File: src/rtl/led_fade_engine_pkg.sv
// Shared types, default parameters and saturating arithmetic helpers
// for the front-panel LED fade engine.
package led_fade_engine_pkg;

   localparam int unsigned DEF_NUM_LED     = 8;
   localparam int unsigned DEF_PWM_W       = 5;
   localparam int unsigned DEF_MAX_LEVEL   = 31;
   localparam int unsigned DEF_ATTACK_STEP = 8;
   localparam int unsigned DEF_DECAY_STEP  = 1;
   localparam int unsigned DEF_HOLD_TICKS  = 2;

   typedef enum logic [1:0] {
      ST_IDLE   = 2'd0,
      ST_ATTACK = 2'd1,
      ST_HOLD   = 2'd2,
      ST_DECAY  = 2'd3
   } fade_state_e;

   // Operands are level-sized, so 32-bit sums never wrap.
   function automatic int unsigned sat_add(input int unsigned a,
                                           input int unsigned b,
                                           input int unsigned max_v);
      int unsigned sum;
      sum = a + b;
      return (sum > max_v) ? max_v : sum;
   endfunction

   function automatic int unsigned sat_sub(input int unsigned a,
                                           input int unsigned b);
      return (a > b) ? (a - b) : 32'd0;
   endfunction

endpackage

File: src/rtl/led_fade_ch.sv
// One LED channel: attack/hold/decay envelope FSM with level register
// and hold counter, advanced only on tick cycles.
module led_fade_ch
   import led_fade_engine_pkg::*;
#(
   parameter int unsigned PWM_W       = DEF_PWM_W,
   parameter int unsigned MAX_LEVEL   = DEF_MAX_LEVEL,
   parameter int unsigned ATTACK_STEP = DEF_ATTACK_STEP,
   parameter int unsigned DECAY_STEP  = DEF_DECAY_STEP,
   parameter int unsigned HOLD_TICKS  = DEF_HOLD_TICKS
) (
   input  logic             clk,
   input  logic             rst_n,
   input  logic             sel,
   input  logic             tick,
   output logic [PWM_W-1:0] level,
   output logic             active,
   output logic             active_next_c
);

   localparam int unsigned HOLD_W = $clog2(HOLD_TICKS + 1);
   localparam logic [PWM_W-1:0] MAX_LV = PWM_W'(MAX_LEVEL);

   fade_state_e       state_q, state_d;
   logic [PWM_W-1:0]  level_q, level_d;
   logic [HOLD_W-1:0] hold_q, hold_d, hold_inc;
   logic [PWM_W-1:0]  up_lvl, dn_lvl;

   always_ff @(posedge clk) begin
      if (!rst_n) begin
         state_q <= ST_IDLE;
         level_q <= '0;
         hold_q  <= '0;
         active  <= 1'b0;
      end else begin
         state_q <= state_d;
         level_q <= level_d;
         hold_q  <= hold_d;
         active  <= active_next_c;
      end
   end

   always_comb begin
      state_d  = state_q;
      level_d  = level_q;
      hold_d   = hold_q;
      up_lvl   = PWM_W'(sat_add(32'(level_q), ATTACK_STEP, MAX_LEVEL));
      dn_lvl   = PWM_W'(sat_sub(32'(level_q), DECAY_STEP));
      hold_inc = hold_q + HOLD_W'(1);

      if (tick) begin
         unique case (state_q)
            ST_IDLE: begin
               if (sel) begin
                  level_d = PWM_W'(sat_add(32'd0, ATTACK_STEP, MAX_LEVEL));
                  if (level_d == MAX_LV) begin
                     state_d = ST_HOLD;
                     hold_d  = '0;
                  end else begin
                     state_d = ST_ATTACK;
                  end
               end else begin
                  level_d = '0;
               end
            end
            // Ramp is committed once started; sel is not consulted.
            ST_ATTACK: begin
               level_d = up_lvl;
               if (up_lvl == MAX_LV) begin
                  state_d = ST_HOLD;
                  hold_d  = '0;
               end
            end
            ST_HOLD: begin
               level_d = MAX_LV;
               if (sel) begin
                  hold_d = '0;
               end else begin
                  hold_d = hold_inc;
                  if (32'(hold_inc) == HOLD_TICKS) state_d = ST_DECAY;
               end
            end
            ST_DECAY: begin
               if (sel) begin
                  level_d = up_lvl;
                  if (up_lvl == MAX_LV) begin
                     state_d = ST_HOLD;
                     hold_d  = '0;
                  end else begin
                     state_d = ST_ATTACK;
                  end
               end else begin
                  level_d = dn_lvl;
                  if (dn_lvl == '0) state_d = ST_IDLE;
               end
            end
            default: state_d = ST_IDLE;
         endcase
      end

      active_next_c = (state_d != ST_IDLE);
   end

   assign level = level_q;

endmodule

File: src/rtl/led_fade_engine.sv
// Trailing-glow brightness generator: NUM_LED independent fade channels
// packed onto the PWM comparator bus, plus a registered any-active flag.
module led_fade_engine
   import led_fade_engine_pkg::*;
#(
   parameter int unsigned NUM_LED     = DEF_NUM_LED,
   parameter int unsigned PWM_W       = DEF_PWM_W,
   parameter int unsigned MAX_LEVEL   = DEF_MAX_LEVEL,
   parameter int unsigned ATTACK_STEP = DEF_ATTACK_STEP,
   parameter int unsigned DECAY_STEP  = DEF_DECAY_STEP,
   parameter int unsigned HOLD_TICKS  = DEF_HOLD_TICKS
) (
   input  logic                     clk,
   input  logic                     rst_n,
   input  logic [NUM_LED-1:0]       selected,
   input  logic                     tick,
   output logic [PWM_W*NUM_LED-1:0] pwm,
   output logic [NUM_LED-1:0]       active,
   output logic                     busy
);

   if (ATTACK_STEP == 0 || DECAY_STEP == 0 || HOLD_TICKS == 0 ||
       MAX_LEVEL < 1 || MAX_LEVEL > ((32'd1 << PWM_W) - 32'd1)) begin : g_bad_param
      $error("led_fade_engine: illegal parameter combination");
   end

   logic [NUM_LED-1:0] active_next;

   for (genvar i = 0; i < NUM_LED; i++) begin : g_ch
      led_fade_ch #(
         .PWM_W       (PWM_W),
         .MAX_LEVEL   (MAX_LEVEL),
         .ATTACK_STEP (ATTACK_STEP),
         .DECAY_STEP  (DECAY_STEP),
         .HOLD_TICKS  (HOLD_TICKS)
      ) u_ch (
         .clk           (clk),
         .rst_n         (rst_n),
         .sel           (selected[i]),
         .tick          (tick),
         .level         (pwm[i*PWM_W +: PWM_W]),
         .active        (active[i]),
         .active_next_c (active_next[i])
      );
   end

   // Registered from next-state so busy lines up with active.
   always_ff @(posedge clk) begin
      if (!rst_n) busy <= 1'b0;
      else        busy <= |active_next;
   end

endmodule
File: config.mk
export PLATFORM = sky130hd
export DESIGN_NAME = led_fade_engine
export DESIGN_NICKNAME = d
export VERILOG_FILES = /design/src/rtl/led_fade_engine_pkg.sv /design/src/rtl/led_fade_ch.sv /design/src/rtl/led_fade_engine.sv
export SDC_FILE = /design/constraint.sdc
export NUM_CORES = 1
export LEC_CHECK = 0
export ABC_CLOCK_PERIOD_IN_PS = 5250
export BUFFER_PORTS_ARGS = -buffer_cell sky130_fd_sc_hd__buf_2
export CAP_MARGIN = 40
export CELL_PAD_IN_SITES_DETAIL_PLACEMENT = 0
export CELL_PAD_IN_SITES_GLOBAL_PLACEMENT = 2
export CORE_MARGIN = 2
export CORE_UTILIZATION = 38
export DETAILED_ROUTE_END_ITERATION = 10
export PLACE_DENSITY = 0.85
export SLEW_MARGIN = 20
export SYNTH_ARGS = -nofsm -noshare
export SYNTH_HDL_FRONTEND = slang
export SYNTH_HIERARCHICAL = 1
export SYNTH_SLANG_ARGS = --single-unit
File: constraint.sdc
create_clock -name clk -period 5.25 [get_ports clk]
set_input_delay 0.7875 -clock clk [delete_from_list [all_inputs] [get_ports clk]]
set_output_delay 0.7875 -clock clk [all_outputs]
set_load 0.02 [all_outputs]
# Yosys cells after proc, flatten, opt, wreduce, memory -nomap -nowiden
# Cells that the tools add are included.
[word_totals] register_bits=81 in_bits=11 out_inout_bits=49 wordCells=306
[op_classes] addsub=24 n_lt_le_gt_ge=16 eq_ne=48 mux=144 reduce_logical=41
[op_table] operator="2-bit two-way mux" n=88
[op_table] operator="5-bit case mux with 4 select lines" n=8
[op_table] operator="5-bit two-way mux" n=24
[op_table] operator="2-bit case mux with 4 select lines" n=8
[op_table] operator="5-bit by 4-bit adder with 6-bit output, second input constant" n=8
[op_table] operator="2-bit equality test, second input constant" n=24
[op_table] operator="6-bit by 5-bit greater-than comparator with 1-bit output, second input constant" n=8
[op_table] operator="2-bit case mux with 3 select lines" n=8
[op_table] operator="5-bit equality test, second input constant" n=8
[op_table] operator="5-bit by 1-bit greater-than comparator with 1-bit output, second input constant" n=8
[op_table] operator="5-bit logical NOT" n=8
[op_table] operator="5-bit by 1-bit subtractor with 5-bit output, second input constant" n=8
[op_table] operator="4-bit two-way mux" n=8
[op_table] operator="3-bit AND reduction" n=8
[op_table] operator="3-bit nonzero test" n=8
[op_table] operator="2-bit by 1-bit adder with 2-bit output, second input constant" n=8
[op_table] operator="2-bit by 1-bit equality test with 1-bit output, second input constant" n=8
[op_table] operator="2-bit logical NOT" n=8
[op_table] operator="2-bit inequality test, second input constant" n=8
[op_table] operator="2-bit nonzero test" n=8
[op_table] operator="8-bit OR reduction" n=1

# Longest topological paths before layout
[logic_depth] depth_word=10 depth_mapped=8 ltp_nobuf=8

# Hierarchy
# The synthesis kept the hierarchy.
[by_module_without_submodules] mod="led_fade_ch (g_ch[0].u_ch ...)" n_inst=6 cells_per_inst=105 area_each_um2=799.5 seq_area_each_um2=200.2
[by_module_without_submodules] mod="led_fade_ch (g_ch[7].u_ch)" n_inst=1 cells_per_inst=95 area_each_um2=817.0 seq_area_each_um2=200.2
[by_module_without_submodules] mod="led_fade_ch (g_ch[6].u_ch)" n_inst=1 cells_per_inst=95 area_each_um2=725.7 seq_area_each_um2=200.2
[by_module_without_submodules] mod="led_fade_engine" n_inst=1 cells_per_inst=4 area_each_um2=40.0 seq_area_each_um2=20.0

# Least setup slack after synthesis
# Ideal clock, no wire load.
[synth_path] path_type="flip-flop to flip-flop" from="register g_ch[7].u_ch.level_q[0]" to="register busy" setup_ns=0.127 arrival_time_ns=1.827 required_time_ns=5.123 setup_slack_ns=3.295 stages_incl_launch_ff=9 path_buffers=0 period_less_slack_ns=1.955 cell_sequence="dfxtp_1 > inv_1 > ha_1 > xnor2_1 > a32oi_1 > nor3_2 > o221ai_2 > nor4_1 > a21boi_1"
[synth_between] elab_chain_len=10 elab_cells_between_ends=16 cone_classes="add/sub (2); order compare (2); eq/ne (1); mux (8); reduce/logical (3)"
[synth_lines] element="start: declaration" line="led_fade_ch.sv:25" source="logic [PWM_W-1:0] level_q, level_d;"
[synth_lines] element="start signal: assignment" line="led_fade_ch.sv:37" source="level_q <= level_d;"
[synth_lines] element="5-bit by 4-bit adder with 6-bit output" line="led_fade_engine_pkg.sv:24" source="sum = a + b;"
[synth_lines] element="6-bit by 5-bit greater-than comparator with 1-bit output" line="led_fade_engine_pkg.sv:25" source="return (sum > max_v) ? max_v : sum;"
[synth_lines] element="5-bit two-way mux" line="led_fade_engine_pkg.sv:25"
[synth_lines] element="5-bit equality test" line="led_fade_ch.sv:69, led_fade_ch.sv:86"
[synth_lines] element="2-bit two-way mux" line="led_fade_ch.sv:86" source="if (up_lvl == MAX_LV) begin"
[synth_lines] element="2-bit two-way mux" line="led_fade_ch.sv:84" source="if (sel) begin"
[synth_lines] element="2-bit case mux with 4 select lines (*)" line="led_fade_ch.sv:52" source="unique case (state_q)"
[synth_lines] element="2-bit two-way mux (*)" line="led_fade_ch.sv:51" source="if (tick) begin"
[synth_lines] element="2-bit nonzero test (*)" line="led_fade_ch.sv:101" source="active_next_c = (state_d != ST_IDLE);"
[synth_lines] element="net active_next[7]" line="led_fade_engine.sv:27" source="logic [NUM_LED-1:0] active_next;"
[synth_lines] element="8-bit OR reduction (*)" line="led_fade_engine.sv:50" source="else busy <= |active_next;"
[synth_lines] element="end signal: assignment" line="led_fade_engine.sv:50"
[synth_lines] element="end: declaration" line="led_fade_engine.sv:19" source="output logic busy"
# Mark *: on every way through the listed nets, which the timed path passes. The rest lies on a longest branch.
# A chain may end at the register's enable or synchronous reset.

# Final worst setup path
[layout_path] from="input tick" to="register busy"
[layout_between] elab_chain_len=3 elab_cells_between_ends=17 cone_classes="mux (8); reduce/logical (9)"
[layout_lines] element="start: declaration" line="led_fade_engine.sv:16" source="input logic tick,"
[layout_lines] element="2-bit two-way mux" line="led_fade_ch.sv:51"
[layout_lines] element="2-bit nonzero test" line="led_fade_ch.sv:101"
[layout_lines] element="net active_next[7]" line="led_fade_engine.sv:27"
[layout_lines] element="8-bit OR reduction" line="led_fade_engine.sv:50"
# The timed path passes the listed nets, and every way through them passes these cells.

==> flow_metrics.tcl <==
set metrics [dict create \
    cts_made_buffers 9 \
    clk_pin_slew_ns 0.07 \
    hold_class "register to register" \
    period_share_pct 45.27 \
    crit_type "primary input to register" \
    muxShareOfSynthArea_pct 1.569 \
    port_buffers 59 \
    p_per_area_mw_per_mm2 243.0 \
    critPathArrivalTime_ns 2.60 \
    dp_cells 1047 \
    finalSetupViolations 0 \
    antenna_cells 0 \
    synthArstFlopShare_pct 0 \
    fillers 1713 \
    yosysWarnings 6 \
    instances_no_fill 1064 \
    clk_latency_ns 0.35 \
    synth_top_family_by_area "compound AO/OA/AOI/OAI gates" \
    ctsResizeCount 0 \
    dieHeight_um 133.6 \
    synth_flop_cell "dfxtp_1" \
    cp_slowest_cell "nor4_1" \
    vias_per_cell 5.947 \
    hold_buffers 0 \
    design.die.area_mm2 0.01784 \
    synth_xor_xnor_area_share_pct 1.236 \
    power.leakage_nw 2.592 \
    worst_pin_slew_ns 0.7571 \
    dr.first_iter.drc_count 428 \
    wire_per_inst_um 16.37 \
    dr.pass1.iters 5 \
    cts_root_buffer "clkbuf_16" \
    grt.overflow.total 0 \
    crit_chain "buf_2 -> buf_4 -> nand3b_1 -> o22ai_1 -> a311oi_4 -> o221ai_2 -> nor4_1 -> a21boi_1" \
    hpwl_mm 12.00 \
    slew_violations 0 \
    cp.required_ns 5.47 \
    synth_seq_cells 81 \
    cp-end-kind "register" \
    drive_gt1_share_pct 15.28 \
    crit_buf_inv 2 \
    initial_core_util_pct 38.61 \
    cts_tree "yes" \
    synth.yosys.seq_area_share_pct 25.42 \
    period_minus_slack_ns 2.377 \
    core_mm2 0.01652 \
    io_pins 60 \
    vias 6328 \
    max_freq_mhz 420.7 \
    yosysTopAreaCell "dfxtp_1" \
    syn_inst 824 \
    area_growth_pct 9.394 \
    synth_fa_ha_area_share_pct 4.707 \
    maxCapViolCount 0 \
    slowest_delay_ns 0.38 \
    grt_usage_pct 19.64 \
    final_nets 874 \
    antenna_found_initial 1 \
    tns_ns 0 \
    p_total_mw 1.696 \
    fp-row-count 47 \
    peakVddDrop_mv 0.1590 \
    avgSynthCellArea_um2 7.743 \
    yosysMostFrequentCell "dfxtp_1" \
    synth.distinct_cells 75 \
    synth_area_leaders "dfxtp_1 (25%), a21oi_1 (5.3%), o21ai_0 (5.0%), ha_1 (4.7%), nand2_1 (3.8%)" \
    netlist_area_mm2 0.006380 \
    htree_levels 3 \
    cts_max_path_buffers 2 \
    path_delay_family "compound AO/OA/AOI/OAI gates" \
    drc 0 \
    drt-total-wl_mm 17.42 \
    place.gp.congestion 0.8439 \
    synth_top_area_share_pct 25.42 \
    cts_num_sinks 81 \
    rsz0062_at_grt "false" \
    grt_first_pass_wirelength_mm 29.15 \
    finalClockSkew_ns 0.008275 \
    grt_pass1_vias 5820 \
    synth_edf_count 0 \
    path_max_fanout 43 \
    drtAntennaViolNets 0 \
    critPathLaunchType "primary input" \
    post_cts_buffers 0 \
    synthTopCellsByCount "dfxtp_1 (81), a21oi_1 (68), nand2_1 (65)" \
    outcome "finished clean" \
    grt_max_degree 44 \
    synth_simple_gate_area_share_pct 25.50 \
    final_util_pct 42.24 \
    synth_fp_nets 859 \
    die_w_um 133.6 \
    max_slew_margin_pct 49.42 \
    hold_viol 0 \
    synth_compound_area_share_pct 34.34 \
]
## final cells by class
class                   instances  area [um2]  area share, %
multi-input cells             640        4297          61.56
clock buffers                  13       260.3          3.729
repair buffers                 63       345.3          4.948
well taps                     220       275.3          3.944
inverters                      44       165.2          2.366
flip-flops and latches         81        1622          23.23
clock inverters                 3       15.01         0.2151
## registers in the layout, indices dropped and copies added (netlist names)
name	cells
g_ch.u_ch/hold_q	16
busy	1
g_ch.u_ch/level	40
g_ch.u_ch/state_q	16
g_ch.u_ch/active	8
## power breakdown
| part | total, mW | internal, mW | switching [mW] |
|---|---|---|---|
| combinational | 0.373 | 0.149 | 0.224 |
| clock | 0.608 | 0.345 | 0.263 |
| sequential | 0.715 | 0.643 | 0.0722 |
| total | 1.70 | 1.14 | 0.560 |
## metrics by stage
stage | hold slack [ns] | area [um2] | setup slack (ns)
after floorplan | 0.4570 | 6380 | 3.295
after global placement | 0.4774 | 6676 | 2.513
after detailed placement | 0.4854 | 6676 | 2.473
after CTS | 0.4969 | 6952 | 2.856
after global routing | 0.5275 | 6979 | 2.684
final | 0.4934 | 6979 | 2.873
## tightest hold or removal path: stages, from the launching register on
cell and delay (ns):
dfxtp_1 0.30, inv_1 0.06, o32ai_1 0.09
## logic make-up (layout without fill, tap and decap cells)
| logic type | count (synthesis) | count (layout) |
|---|---|---|
| mux | 9 | 9 |
| compound gates | 317 | 317 |
| fa+ha+maj | 24 | 24 |
| simple gates | 281 | 281 |
| xor+xnor | 9 | 9 |
| buf+inv | 103 | 123 |
| flops | 81 | 81 |
## layout by cell type, fill, tap and decap left out, types with 7 or more instances in the layout
cell type  count
mux2_2         8
buf_2         59
o21ba_2        7
nor3b_1       14
xnor2_1        9
a21oi_1       68
clkbuf_16      9
and3_1         7
nand2_1       65
dfxtp_1       81
a32oi_1        8
o22ai_1       13
inv_1         44
a31oi_1       32
ha_1          24
nor2_1        35
o21ai_0       64
o21a_1         7
nor4_1         9
nand2b_1      28
o31ai_1       19
or4_1          7
o21ai_1       25
nor2b_1       34
and2_1        19
nor3_1        15
## final timing paths
check / cells past startpoint / startpoint / slack, ns / endpoint
hold / removal: 2 / g_ch[6].u_ch/hold_q[1]$_SDFFE_PN0P_ / 0.49 / g_ch[6].u_ch/hold_q[1]$_SDFFE_PN0P_
hold reg to reg: 2 / g_ch[6].u_ch/hold_q[1]$_SDFFE_PN0P_ / 0.49 / g_ch[6].u_ch/hold_q[1]$_SDFFE_PN0P_
setup / recovery: 8 / tick / 2.87 / busy$_SDFF_PN0_
setup reg to reg: 8 / g_ch[6].u_ch/level[0]$_SDFFE_PN0P_ / 2.98 / busy$_SDFF_PN0_
## routing by layer
layer | vias to the layer above | routed length [um] | global-route usage, %
met3 | 23 | 756 | 2.816
met4 | 2 | 327 | 7.210
met5 | - | 17 | 0
li1 | 3114 | - | -
met1 | 3037 | 8225 | 26.67
met2 | 152 | 8093 | 31.73
Note: power is estimated with default switching activity, not from simulation.
